===== config.mk =====
export PLATFORM = sky130hd
export DESIGN_NAME = mic4_pulse_sequencer_flat
export DESIGN_NICKNAME = d
export VERILOG_FILES = /design/src/rtl/mic4_pulse_sequencer_if.sv /design/src/rtl/mic4_pulse_sequencer.sv /design/src/flat_wrapper.sv
export SDC_FILE = /design/constraint.sdc
export NUM_CORES = 1
export LEC_CHECK = 0
export ABC_AREA = 1
export CORE_MARGIN = 4
export CORE_UTILIZATION = 23
export CTS_BUF_LIST = sky130_fd_sc_hd__clkbuf_4
export CTS_CLUSTER_SIZE = 16
export DETAILED_ROUTE_END_ITERATION = 7
export PLACE_DENSITY_LB_ADDON = 0.05
export SLEW_MARGIN = 20
export SYNTH_ARGS = -nofsm -noshare
export SYNTH_HDL_FRONTEND = slang
export SYNTH_SLANG_ARGS = --single-unit

===== constraint.sdc =====
create_clock -name clk_control -period 3.43 [get_ports clk_control]
set_input_delay 0.686 -clock clk_control [delete_from_list [all_inputs] [get_ports clk_control]]
set_output_delay 0.686 -clock clk_control [all_outputs]
set_load 0.01 [all_outputs]

===== src/rtl/mic4_pulse_sequencer_if.sv =====
// Control/status bundle between the pulse sequencer and its configuring master.
// The master drives the start/abort/config side; the sequencer drives the MIC4-facing outputs.
interface mic4_pulse_sequencer_if #(
    parameter int DIV_WIDTH = 6,
    parameter int GAP_WIDTH = 16,
    parameter int REP_WIDTH = 16
);
    logic                 start;
    logic                 abort;
    logic [DIV_WIDTH-1:0] cfg_div0;
    logic [DIV_WIDTH-1:0] cfg_div1;
    logic [GAP_WIDTH-1:0] cfg_gap_ga;
    logic [GAP_WIDTH-1:0] cfg_gap_ad;
    logic [GAP_WIDTH-1:0] cfg_gap_next;
    logic [REP_WIDTH-1:0] cfg_repeat;
    logic [2:0]           cfg_en;

    logic [DIV_WIDTH-1:0] div0;
    logic [DIV_WIDTH-1:0] div1;
    logic                 pulse_grst;
    logic                 pulse_a;
    logic                 pulse_d;
    logic                 busy;
    logic                 done;
    logic [REP_WIDTH-1:0] iter_cnt;

    modport master (
        output start, abort, cfg_div0, cfg_div1, cfg_gap_ga, cfg_gap_ad,
               cfg_gap_next, cfg_repeat, cfg_en,
        input  div0, div1, pulse_grst, pulse_a, pulse_d, busy, done, iter_cnt
    );

    modport slave (
        input  start, abort, cfg_div0, cfg_div1, cfg_gap_ga, cfg_gap_ad,
               cfg_gap_next, cfg_repeat, cfg_en,
        output div0, div1, pulse_grst, pulse_a, pulse_d, busy, done, iter_cnt
    );
endinterface


===== src/rtl/mic4_pulse_sequencer.sv =====
// Cycle-exact GRST -> A -> D pulse scheduler for the MIC4 control block, with divider
// load and settle wait up front. All outputs come straight from flops.
module mic4_pulse_sequencer #(
    parameter int DIV_WIDTH     = 6,
    parameter int GAP_WIDTH     = 16,
    parameter int REP_WIDTH     = 16,
    parameter int SETTLE_CYCLES = 16
) (
    input  logic                   clk_control,
    input  logic                   rst,
    mic4_pulse_sequencer_if.slave  bus
);

    localparam int SETTLE_WIDTH = $clog2(SETTLE_CYCLES + 1);
    localparam int CNT_WIDTH    = (GAP_WIDTH > SETTLE_WIDTH) ? GAP_WIDTH : SETTLE_WIDTH;

    typedef enum logic [3:0] {
        S_IDLE,
        S_SETTLE,
        S_GRST,
        S_WAIT_GA,
        S_APULSE,
        S_WAIT_AD,
        S_DPULSE,
        S_WAIT_NEXT,
        S_DONE
    } state_t;

    state_t               state;
    logic [CNT_WIDTH-1:0] cnt;

    // Shadow copies of the run configuration, frozen at start.
    logic [GAP_WIDTH-1:0] gap_ga;
    logic [GAP_WIDTH-1:0] gap_ad;
    logic [GAP_WIDTH-1:0] gap_next;
    logic [REP_WIDTH-1:0] rep_eff;
    logic [2:0]           en;

    logic [DIV_WIDTH-1:0] div0_q;
    logic [DIV_WIDTH-1:0] div1_q;
    logic                 pulse_grst_q;
    logic                 pulse_a_q;
    logic                 pulse_d_q;
    logic                 busy_q;
    logic                 done_q;
    logic [REP_WIDTH-1:0] iter_q;

    logic [REP_WIDTH-1:0] iter_inc;
    logic                 last_iter;

    always_comb begin
        iter_inc  = (iter_q == '1) ? iter_q : iter_q + 1'b1;
        last_iter = (iter_inc >= rep_eff);
    end

    always_ff @(posedge clk_control) begin
        if (rst) begin
            state        <= S_IDLE;
            cnt          <= '0;
            gap_ga       <= '0;
            gap_ad       <= '0;
            gap_next     <= '0;
            rep_eff      <= '0;
            en           <= '0;
            div0_q       <= '0;
            div1_q       <= '0;
            pulse_grst_q <= 1'b0;
            pulse_a_q    <= 1'b0;
            pulse_d_q    <= 1'b0;
            busy_q       <= 1'b0;
            done_q       <= 1'b0;
            iter_q       <= '0;
        end else begin
            // NOTE: strobes default low each cycle and are raised on the edge entering their
            // state, so they stay registered and exactly one cycle wide.
            pulse_grst_q <= 1'b0;
            pulse_a_q    <= 1'b0;
            pulse_d_q    <= 1'b0;
            done_q       <= 1'b0;

            if (state != S_IDLE && bus.abort) begin
                state  <= S_IDLE;
                busy_q <= 1'b0;
            end else begin
                unique case (state)
                    S_IDLE: begin
                        if (bus.start && !bus.abort) begin
                            gap_ga   <= bus.cfg_gap_ga;
                            gap_ad   <= bus.cfg_gap_ad;
                            gap_next <= bus.cfg_gap_next;
                            rep_eff  <= (bus.cfg_repeat == '0) ? REP_WIDTH'(1) : bus.cfg_repeat;
                            en       <= bus.cfg_en;
                            div0_q   <= bus.cfg_div0;
                            div1_q   <= bus.cfg_div1;
                            iter_q   <= '0;
                            cnt      <= CNT_WIDTH'(SETTLE_CYCLES - 1);
                            busy_q   <= 1'b1;
                            state    <= S_SETTLE;
                        end
                    end

                    S_SETTLE, S_WAIT_NEXT: begin
                        if (cnt == '0) begin
                            state        <= S_GRST;
                            pulse_grst_q <= en[0];
                        end else begin
                            cnt <= cnt - 1'b1;
                        end
                    end

                    S_GRST: begin
                        if (gap_ga == '0) begin
                            state     <= S_APULSE;
                            pulse_a_q <= en[1];
                        end else begin
                            state <= S_WAIT_GA;
                            cnt   <= CNT_WIDTH'(gap_ga - 1'b1);
                        end
                    end

                    S_WAIT_GA: begin
                        if (cnt == '0) begin
                            state     <= S_APULSE;
                            pulse_a_q <= en[1];
                        end else begin
                            cnt <= cnt - 1'b1;
                        end
                    end

                    S_APULSE: begin
                        if (gap_ad == '0) begin
                            state     <= S_DPULSE;
                            pulse_d_q <= en[2];
                        end else begin
                            state <= S_WAIT_AD;
                            cnt   <= CNT_WIDTH'(gap_ad - 1'b1);
                        end
                    end

                    S_WAIT_AD: begin
                        if (cnt == '0) begin
                            state     <= S_DPULSE;
                            pulse_d_q <= en[2];
                        end else begin
                            cnt <= cnt - 1'b1;
                        end
                    end

                    S_DPULSE: begin
                        iter_q <= iter_inc;
                        if (last_iter) begin
                            state  <= S_DONE;
                            done_q <= 1'b1;
                        end else if (gap_next == '0) begin
                            state        <= S_GRST;
                            pulse_grst_q <= en[0];
                        end else begin
                            state <= S_WAIT_NEXT;
                            cnt   <= CNT_WIDTH'(gap_next - 1'b1);
                        end
                    end

                    S_DONE: begin
                        state  <= S_IDLE;
                        busy_q <= 1'b0;
                    end

                    default: begin
                        state  <= S_IDLE;
                        busy_q <= 1'b0;
                    end
                endcase
            end
        end
    end

    assign bus.div0       = div0_q;
    assign bus.div1       = div1_q;
    assign bus.pulse_grst = pulse_grst_q;
    assign bus.pulse_a    = pulse_a_q;
    assign bus.pulse_d    = pulse_d_q;
    assign bus.busy       = busy_q;
    assign bus.done       = done_q;
    assign bus.iter_cnt   = iter_q;

endmodule


===== src/flat_wrapper.sv =====
// flat-port wrapper written by rule: the top's interface ports become plain ports
module mic4_pulse_sequencer_flat 
#(
    parameter int DIV_WIDTH     = 6,
    parameter int GAP_WIDTH     = 16,
    parameter int REP_WIDTH     = 16,
    parameter int SETTLE_CYCLES = 16
)
  (clk_control, rst, bus_start, bus_abort, bus_cfg_div0, bus_cfg_div1, bus_cfg_gap_ga, bus_cfg_gap_ad, bus_cfg_gap_next, bus_cfg_repeat, bus_cfg_en, bus_div0, bus_div1, bus_pulse_grst, bus_pulse_a, bus_pulse_d, bus_busy, bus_done, bus_iter_cnt);
  mic4_pulse_sequencer_if #(.DIV_WIDTH(DIV_WIDTH), .GAP_WIDTH(GAP_WIDTH), .REP_WIDTH(REP_WIDTH)) bus_i ();
  input  logic clk_control;
  input  logic rst;
  input wire logic [$bits(bus_i.start)-1:0] bus_start;
  input wire logic [$bits(bus_i.abort)-1:0] bus_abort;
  input wire logic [$bits(bus_i.cfg_div0)-1:0] bus_cfg_div0;
  input wire logic [$bits(bus_i.cfg_div1)-1:0] bus_cfg_div1;
  input wire logic [$bits(bus_i.cfg_gap_ga)-1:0] bus_cfg_gap_ga;
  input wire logic [$bits(bus_i.cfg_gap_ad)-1:0] bus_cfg_gap_ad;
  input wire logic [$bits(bus_i.cfg_gap_next)-1:0] bus_cfg_gap_next;
  input wire logic [$bits(bus_i.cfg_repeat)-1:0] bus_cfg_repeat;
  input wire logic [$bits(bus_i.cfg_en)-1:0] bus_cfg_en;
  output wire logic [$bits(bus_i.div0)-1:0] bus_div0;
  output wire logic [$bits(bus_i.div1)-1:0] bus_div1;
  output wire logic [$bits(bus_i.pulse_grst)-1:0] bus_pulse_grst;
  output wire logic [$bits(bus_i.pulse_a)-1:0] bus_pulse_a;
  output wire logic [$bits(bus_i.pulse_d)-1:0] bus_pulse_d;
  output wire logic [$bits(bus_i.busy)-1:0] bus_busy;
  output wire logic [$bits(bus_i.done)-1:0] bus_done;
  output wire logic [$bits(bus_i.iter_cnt)-1:0] bus_iter_cnt;
  assign bus_i.start = bus_start;
  assign bus_i.abort = bus_abort;
  assign bus_i.cfg_div0 = bus_cfg_div0;
  assign bus_i.cfg_div1 = bus_cfg_div1;
  assign bus_i.cfg_gap_ga = bus_cfg_gap_ga;
  assign bus_i.cfg_gap_ad = bus_cfg_gap_ad;
  assign bus_i.cfg_gap_next = bus_cfg_gap_next;
  assign bus_i.cfg_repeat = bus_cfg_repeat;
  assign bus_i.cfg_en = bus_cfg_en;
  assign bus_div0 = bus_i.div0;
  assign bus_div1 = bus_i.div1;
  assign bus_pulse_grst = bus_i.pulse_grst;
  assign bus_pulse_a = bus_i.pulse_a;
  assign bus_pulse_d = bus_i.pulse_d;
  assign bus_busy = bus_i.busy;
  assign bus_done = bus_i.done;
  assign bus_iter_cnt = bus_i.iter_cnt;
  mic4_pulse_sequencer #(.DIV_WIDTH(DIV_WIDTH), .GAP_WIDTH(GAP_WIDTH), .REP_WIDTH(REP_WIDTH), .SETTLE_CYCLES(SETTLE_CYCLES)) u_core (.clk_control(clk_control), .rst(rst), .bus(bus_i));
endmodule

==> results of run 1 <==
## sequential cells by signal (all words and copies together) (netlist names), 3 cells and up
signal	flops
u_core.bus.div0	6
u_core.bus.div1	6
u_core.bus.iter_cnt	16
u_core.cnt	16
u_core.en	3
u_core.gap_ad	16
u_core.gap_ga	16
u_core.gap_next	16
u_core.rep_eff	16
u_core.state	4
## worst register-to-register path, delay by kind of cell, from the launching register on
kind,cells,cell delay (ns)
and+or+nand+nor,12,1.51
adders and majority gates,2,0.46
AOI/OAI and AO/OA,3,0.43
DFF,1,0.36
buffers and inverters,2,0.15
xor gates and xnor gates,1,0.15
## cell usage after synthesis, drive strengths merged
master | instances | area, sq um
clkbuf | 21 | 78.8
a21boi | 1 | 7.51
a211oi | 15 | 113
a21oi | 64 | 347
a21o | 2 | 15.0
buf | 20 | 134
dfxtp | 120 | 2400
nand2 | 183 | 689
xnor2 | 5 | 43.8
nand4 | 21 | 131
o21ai | 74 | 382
inv | 85 | 319
o211ai | 1 | 7.51
o2111a | 2 | 22.5
nand3b | 1 | 7.51
ha | 18 | 225
xor2 | 9 | 78.8
and2 | 1 | 6.26
nor4 | 4 | 25.0
nand3 | 71 | 398
nor2 | 207 | 845
nor3 | 11 | 55.1
or2 | 4 | 25.0
o31ai | 1 | 7.51
o21bai | 3 | 22.5
## through the flow
step	util (%)	hold slack (ns)	setup slack, ns
final	30.4	0.485	0.313
after global routing	30.4	0.510	0.000310
after CTS	30.2	0.486	0.0837
after detailed placement	29.2	0.467	0.113
after global placement	29.2	0.466	0.190
after floorplan	-	0.443	0.393
## cells by family after synthesis
kind of cell	count (synthesis)	synth area share (%)
buffers and inverters	126	8.33
xor gates and xnor gates	14	1.92
and+or+nand+nor	503	34.2
adders and majority gates	18	3.53
AOI/OAI and AO/OA	163	14.5
DFF	120	37.6
## cells in the final DEF (no fill, tap or decap), types with 2 or more instances in the layout
master | Yosys | layout
nor2_4 | 2 | 4
o21bai_1 | 3 | 3
inv_2 | 7 | 8
nand2_2 | 1 | 3
a21o_1 | 2 | 2
clkbuf_4 | 0 | 17
o2111a_1 | 2 | 2
nand3_2 | 6 | 7
ha_1 | 18 | 18
clkinv_2 | 0 | 2
dfxtp_2 | 0 | 2
inv_1 | 78 | 77
o21ai_2 | 3 | 3
o21ai_0 | 71 | 71
or2_2 | 4 | 4
nor2_2 | 8 | 9
nor2_8 | 2 | 2
nand4_1 | 21 | 21
clkdlybuf4s50_1 | 0 | 114
a211oi_1 | 15 | 15
xnor2_1 | 5 | 5
nand2_1 | 182 | 179
xor2_1 | 9 | 9
nand3_1 | 64 | 63
nor4_1 | 4 | 4
inv_6 | 0 | 2
buf_4 | 3 | 15
dfxtp_1 | 120 | 118
a21oi_2 | 7 | 8
clkinvlp_4 | 0 | 4
nor3_1 | 11 | 10
a21oi_1 | 57 | 56
clkinv_4 | 0 | 4
nor2_1 | 195 | 193
clkinv_1 | 0 | 2
## routing by layer
layer	vias to the layer above	routed length, um	track usage (%)
met5	-	0	0
met4	0	106	2.55
met3	6	925	3.25
met2	110	9490	21.9
met1	2802	11300	20.4
li1	3306	-	-
## final cells by class
type | count | area [sq um] | area share [%]
tap | 372 | 465 | 5.66
clock buffer | 17 | 128 | 1.55
multi-input combinational | 699 | 3500 | 42.5
clock inverter | 15 | 130 | 1.58
timing repair buffer | 131 | 1280 | 15.5
sequential | 120 | 2400 | 29.2
inverter | 85 | 319 | 3.88
antenna | 1 | 2.50 | 0.0304
## worst max-delay path by stage
stage	start	endpoint	cells past startpoint
global route	u_core.bus.iter_cnt[0]$_SDFFE_PP0P_	u_core.cnt[12]$_SDFFE_PP0P_	19
detailed placement	u_core.bus.iter_cnt[0]$_SDFFE_PP0P_	u_core.cnt[6]$_SDFFE_PP0P_	19
floorplan	u_core.bus.iter_cnt[0]$_SDFFE_PP0P_	u_core.cnt[8]$_SDFFE_PP0P_	23
global placement	u_core.bus.iter_cnt[1]$_SDFFE_PP0P_	u_core.cnt[6]$_SDFFE_PP0P_	19
CTS	u_core.bus.iter_cnt[0]$_SDFFE_PP0P_	u_core.cnt[6]$_SDFFE_PP0P_	19
finish	u_core.bus.iter_cnt[0]$_SDFFE_PP0P_	u_core.cnt[13]$_SDFFE_PP0P_	20
## where the power goes
part | leakage [nW] | internal [W] | switching [W]
Combinational | 2.21 | 0.000657 | 0.00125
Sequential | 0.983 | 0.00160 | 0.000170
Clock | 0.129 | 0.000359 | 0.000611
Total | 3.33 | 0.00262 | 0.00203
## timing repair
action / in CTS / in global routing
hold endpoints to repair: 0 / 0
buffers inserted: 0 / 0
setup endpoints to repair: 0 / 20
gates resized for setup: 0 / 10
==> metrics.log, run 1 <==
[metrics] Total Nets Final: 1155
[metrics] GR Util All Layers: 14.2%
[metrics] DIE WIDTH: 175 um
[metrics] vias: 6224
[metrics] kind of cell adding the most delay to the critical path: simple AND/OR/NAND/NOR gates
[metrics] Post-Place Cells: 1406
[metrics] final hold viol count: 0
[metrics] post-detailed-placement half-perimeter wirelength: 16600 um
[metrics] number of standard cells after synthesis: 944
[metrics] sum of overflow across all layers after global routing: 0
[metrics] cells on worst reg2reg path: 20
[metrics] startpoint of the most critical register-to-register path: u_core.bus.iter_cnt[0]$_SDFFE_PP0P_
[metrics] Residual DRC: 0
[metrics] total power consumption of the routed design: 0.00464 W
[metrics] later-pin clock latency in the skew report: 0.53 ns
[metrics] First DRT Iteration DRCs: 338
[metrics] count of port buffers added during placement: 115
[metrics] Area after DPL: 7930 sq um
[metrics] Clock Tree Root: clkbuf_4
[metrics] Layout Cell Area excl Fill: 8230 sq um
[metrics] number of hold-repair buffers added at the cts stage: 0
[metrics] Slew @ Worst Pin: 1.28 ns
[metrics] count of nets left with antenna violations after detail routing: 0
[metrics] classification of the worst-slack hold path: register to register
[metrics] CP max stage delay: 0.36 ns
[metrics] average instance area after synthesis: 6.77 sq um
[metrics] placeable core region: 27100 sq um
[metrics] Setup CP Type: register to register
[metrics] element type at the critical path start: register
[metrics] number of pins with negative max-slew slack in the final report: 0
[metrics] part of the cycle the worst path needs: 90.9%
[metrics] post-synthesis cell type count: 38
[metrics] number of antenna violations at the first check in global routing: 1
[metrics] CTS tree: built
[metrics] fillcell total: 3055
[metrics] final weighted congestion of routability-driven global placement: 0.818
[metrics] cell with the biggest individual delay on the critical path: dfxtp_1
[metrics] wire length of the first global-routing pass: 34300 um
[metrics] WP buf/inv: 2
[metrics] number of setup violations in the final report: 0
[metrics] crit-path max FO: 7
[metrics] cell-by-cell trace of the critical path: ha_1 -> inv_1 -> nor2_4 -> nand2_2 -> nor2_2 -> nand3_1 -> nor2_2 -> inv_1 -> nand3b_1 -> xnor2_1 -> ha_1 -> a21oi_1 -> nand2_1 -> a21oi_2 -> nand3_2 -> nand2_2 -> nand3_4 -> nor2_4 -> nand3_2 -> a21oi_2
[metrics] sequential element share of the synthesized area: 37.6%
[metrics] number of global-route vias before repair: 6165
[metrics] Max Freq: 0.321 GHz
[metrics] number of detailed-route iterations in the first pass: 4
[metrics] floorplan die area: 30500 sq um
[metrics] routed len/inst: 15.1 um
[metrics] Vert. Die Dim: 175 um
[metrics] effective utilization at floorplan: 23.6%
[metrics] cell count of the worst hold path: 2
[metrics] maximum ir drop on the vdd rail: 0.198 mV
[metrics] detail-routed via count per cell: 4.32
[metrics] H-tree depth: 4
[metrics] areal power density over the cells: 564 nW/um^2
[metrics] Net Count, Synth: 1045
[metrics] count of yosys warnings during synthesis: 0
[metrics] critical path data required time: 3.88 ns
[metrics] maximum number of pins on one net before global-route repair: 110
[metrics] leakage dissipation: 3.33 nW
[metrics] total wire length: 21800 um
[metrics] relative slew slack: 13.9%
[metrics] worst endpoint data arrival time: 3.57 ns
[metrics] outcome: finished clean
[metrics] final cell count without fillers: 1440
[metrics] clock skew after layout: 0.0219 ns
[metrics] Period minus WS final: 3.12 ns
[metrics] Setup Total Neg Slack: 0 ns
[metrics] clock buffer count from CTS: 17
[metrics] maximum clock insertion buffer count: 2
[metrics] reg-to-reg slack, setup: 0.31 ns
[metrics] Yosys reg bits: 120
[metrics] fraction of final layout cells with drive strength greater than 1: 9.37%
[metrics] Worst Hold Launch: u_core.rep_eff[9]$_SDFFE_PP0P_
[metrics] Reg2Reg Capture Point: u_core.cnt[13]$_SDFFE_PP0P_
[metrics] count of boundary I/O pins: 116
[metrics] setup repair after global routing missed its margin: false
[metrics] CTS sink cnt: 120
[metrics] total number of placement rows: 60
[metrics] critical path capture point type: register
[metrics] post-CTS clock slew at the launch and capture registers of the worst setup and hold paths: 0.12 ns
[metrics] end point of the most critical hold path: u_core.rep_eff[9]$_SDFFE_PP0P_
[metrics] Area growth, synth to finish: 28.8%
[metrics] mapped cell area: 6390 sq um
[metrics] max capacitance violation total: 0
Note: power is estimated with default switching activity, not from simulation.
==> run 2, diff against run 1 <==
--- a/config.mk
+++ b/config.mk
@@ -8,7 +8,7 @@
 export ABC_AREA = 1
 export CORE_MARGIN = 4
 export CORE_UTILIZATION = 23
-export CTS_BUF_LIST = sky130_fd_sc_hd__clkbuf_4
+export CTS_BUF_LIST = sky130_fd_sc_hd__clkbuf_8
 export CTS_CLUSTER_SIZE = 16
 export DETAILED_ROUTE_END_ITERATION = 7
 export PLACE_DENSITY_LB_ADDON = 0.05
==> run 2 against run 1 <==
Effect of this change:
- global-route usage rose by 0.096 points
- utilization rose by 0.48 points
- critical path depth did not move
- wire length rose by 0.79%
- sequential share of layout area fell by 0.47 points
- die area did not move
- clock-buffer cell count rose by 2
- non-clock buffer count rose by 1
- sequential power barely moved
- critical path type unchanged
==> metrics.log, run 2 (same netlist as run 1, synthesis figures left out) <==
[metrics] outcome: finished clean
[metrics] placeable core region: 27100 sq um
[metrics] Period minus WS final: 3.15 ns
[metrics] number of antenna violations at the first check in global routing: 0
[metrics] Final Core Density: 30.8%
[metrics] Vert. Die Dim: 175 um
[metrics] count of port buffers added during placement: 115
[metrics] Slew @ Worst Pin: 1.29 ns
[metrics] Area after DPL: 7930 sq um
[metrics] routed len/inst: 15.2 um
[metrics] GR Util All Layers: 14.3%
[metrics] final hold viol count: 0
[metrics] count of nets left with antenna violations after detail routing: 0
[metrics] Max Freq: 0.318 GHz
[metrics] kind of cell adding the most delay to the critical path: simple AND/OR/NAND/NOR gates
[metrics] Clock Tree Root: clkbuf_8
[metrics] Layout Cell Area excl Fill: 8360 sq um
[metrics] critical path data required time: 3.80 ns
[metrics] total number of placement rows: 60
[metrics] cells on worst reg2reg path: 20
[metrics] wire length of the first global-routing pass: 34500 um
[metrics] part of the cycle the worst path needs: 91.8%
[metrics] post-detailed-placement half-perimeter wirelength: 16600 um
[metrics] CTS tree: built
[metrics] First DRT Iteration DRCs: 331
[metrics] clock skew after layout: 0.0239 ns
[metrics] met1 demand-to-capacity share in global routing: 20.5%
[metrics] floorplan die area: 30500 sq um
[metrics] count of boundary I/O pins: 116
[metrics] relative slew slack: 13.3%
[metrics] area used by multi-input combinational logic: 3500 sq um
[metrics] part of the total power dissipated in combinational logic: 38.5%
[metrics] post-CTS clock slew at the launch and capture registers of the worst setup and hold paths: 0.08 ns
[metrics] detail-routed via count per cell: 4.35
[metrics] fraction of final layout cells with drive strength greater than 1: 9.55%
[metrics] clock buffer count from CTS: 17
[metrics] WP buf/inv: 2
[metrics] Total Nets Final: 1156
[metrics] commonest non-fill, non-tap cell in the layout: nor2_1
[metrics] number of setup violations in the final report: 0
[metrics] setup repair after global routing missed its margin: false
[metrics] clock power share: 25.8%
[metrics] number of pins with negative max-slew slack in the final report: 0
[metrics] maximum clock insertion buffer count: 2
[metrics] effective utilization at floorplan: 23.6%
[metrics] diode count: 0
[metrics] later-pin clock latency in the skew report: 0.46 ns
[metrics] Area growth, synth to finish: 30.9%
[metrics] Setup CP Type: register to register
[metrics] maximum ir drop on the vdd rail: 0.222 mV
[metrics] reg-to-reg slack, setup: 0.28 ns
[metrics] end point of the most critical hold path: u_core.rep_eff[9]$_SDFFE_PP0P_
[metrics] worst setup path start: u_core.bus.iter_cnt[1]$_SDFFE_PP0P_
[metrics] vias: 6269
[metrics] Reg2Reg Capture Point: u_core.cnt[13]$_SDFFE_PP0P_
[metrics] Global Route met2 Usage: 21.9%
[metrics] fillcell total: 3040
[metrics] cell-by-cell trace of the critical path: ha_1 -> inv_1 -> nor2_4 -> nand2_2 -> nor2_2 -> nand3_1 -> nor2_2 -> inv_1 -> nand3b_1 -> xnor2_1 -> ha_1 -> a21oi_1 -> nand2_1 -> a21oi_2 -> nand3_2 -> nand2_2 -> nand3_4 -> nor2_4 -> nand3_2 -> a21oi_2
[metrics] Sw Pwr: 0.00207 W
[metrics] final weighted congestion of routability-driven global placement: 0.818
[metrics] worst hold-check slack: 0.479 ns
[metrics] maximum number of pins on one net before global-route repair: 110
[metrics] crit-path max FO: 7
[metrics] worst endpoint data arrival time: 3.52 ns
[metrics] cell count of the worst hold path: 2
[metrics] cell with the biggest individual delay on the critical path: dfxtp_1
[metrics] switching portion of total power: 41.9%
[metrics] max capacitance violation total: 0
[metrics] busiest metal layer after global routing: met2
[metrics] GR Layer Usage met3: 3.12%
[metrics] Storage cell area: 2400 sq um
[metrics] CP max stage delay: 0.34 ns
[metrics] Worst Hold Launch: u_core.rep_eff[9]$_SDFFE_PP0P_
[metrics] internal power of the cells: 0.00287 W
[metrics] total wire length: 22000 um
[metrics] critical path capture point type: register
[metrics] Setup Total Neg Slack: 0 ns
[metrics] number of detailed-route iterations in the first pass: 5
[metrics] startpoint of the most critical register-to-register path: u_core.bus.iter_cnt[1]$_SDFFE_PP0P_
[metrics] most frequent cells in the layout: nor2_1 (193), nand2_1 (179), dfxtp_1 (119)
[metrics] power share of the sequential group: 35.8%
[metrics] number of global-route vias before repair: 6208
[metrics] DIE WIDTH: 175 um
[metrics] areal power density over the cells: 592 nW/um^2
[metrics] Residual DRC: 0
[metrics] element type at the critical path start: register
[metrics] CTS sink cnt: 120
[metrics] leakage dissipation: 3.39 nW
[metrics] classification of the worst-slack hold path: register to register
[metrics] sum of overflow across all layers after global routing: 0
[metrics] number of hold-repair buffers added at the cts stage: 0
[metrics] H-tree depth: 4
[run 2: changes by cell type in the layout (fill, tap and decap cells not counted), sizes merged]
| cell | delta |
|---|---|
| clkbuf | +2 |
| buf | +1 |
| diode | -1 |
| clkinv | -2 |
[run 2: repair_timing]
| action | in CTS | in global routing |
|---|---|---|
| setup buffers | 0 | 1 |
| resized for setup | 0 | 9 |
| setup endpoints to repair | 0 | 18 |
[run 2: layer usage]
metal / wire length (um) / vias up / part of all wire [%]
met1: 11400 / 2828 / 52
li1: - / 3306 / -
met4: 188 / 0 / 0.86
met2: 9580 / 122 / 44
met5: 0 / - / 0
met3: 833 / 13 / 3.8
[run 2: worst register-to-register path: stages (launching register included)]
cell and delay [ns]:
dfxtp_1 0.34, ha_1 0.18, inv_1 0.08, nor2_4 0.11, nand2_2 0.08, nor2_2 0.12, nand3_1 0.13, nor2_2 0.17
inv_1 0.08, nand3b_1 0.10, xnor2_1 0.15, ha_1 0.27, a21oi_1 0.15, nand2_1 0.09, a21oi_2 0.15, nand3_2 0.13
nand2_2 0.10, nand3_4 0.14, nor2_4 0.27, nand3_2 0.10, a21oi_2 0.12
[run 2: worst max-delay path by stage]
stage	end	cells after the start
floorplan	u_core.cnt[8]$_SDFFE_PP0P_	23
global placement	u_core.cnt[6]$_SDFFE_PP0P_	19
detailed placement	u_core.cnt[6]$_SDFFE_PP0P_	19
CTS	u_core.cnt[6]$_SDFFE_PP0P_	19
global route	u_core.cnt[12]$_SDFFE_PP0P_	22
finish	u_core.cnt[13]$_SDFFE_PP0P_	20
[run 2: through the flow]
step	total power [W]	std cells	setup WS, ns
finish	0.00495	1440	0.282
global route	0.00535	1440	0.00436
floorplan	0.00311	944	0.393
detailed placement	0.00369	1406	0.113
global placement	0.00371	1406	0.190
CTS	0.00500	1438	0.0847
[run 2: power groups by stage]
stage               combinational, W  clock, W  sequential (W)
floorplan                    0.00137         0         0.00174
global placement             0.00191         0         0.00180
detailed placement           0.00189         0         0.00180
CTS                          0.00190   0.00133         0.00177
global route                 0.00216   0.00139         0.00180
finish                       0.00190   0.00127         0.00177
[run 2: final cells by class]
class,count,share of cell area [%]
multi-input combinational,699,41.9
timing repair buffer,132,15.4
clock inverter,13,1.47
sequential,120,28.8
clock buffer,19,3.13
inverter,85,3.82
tap,372,5.57
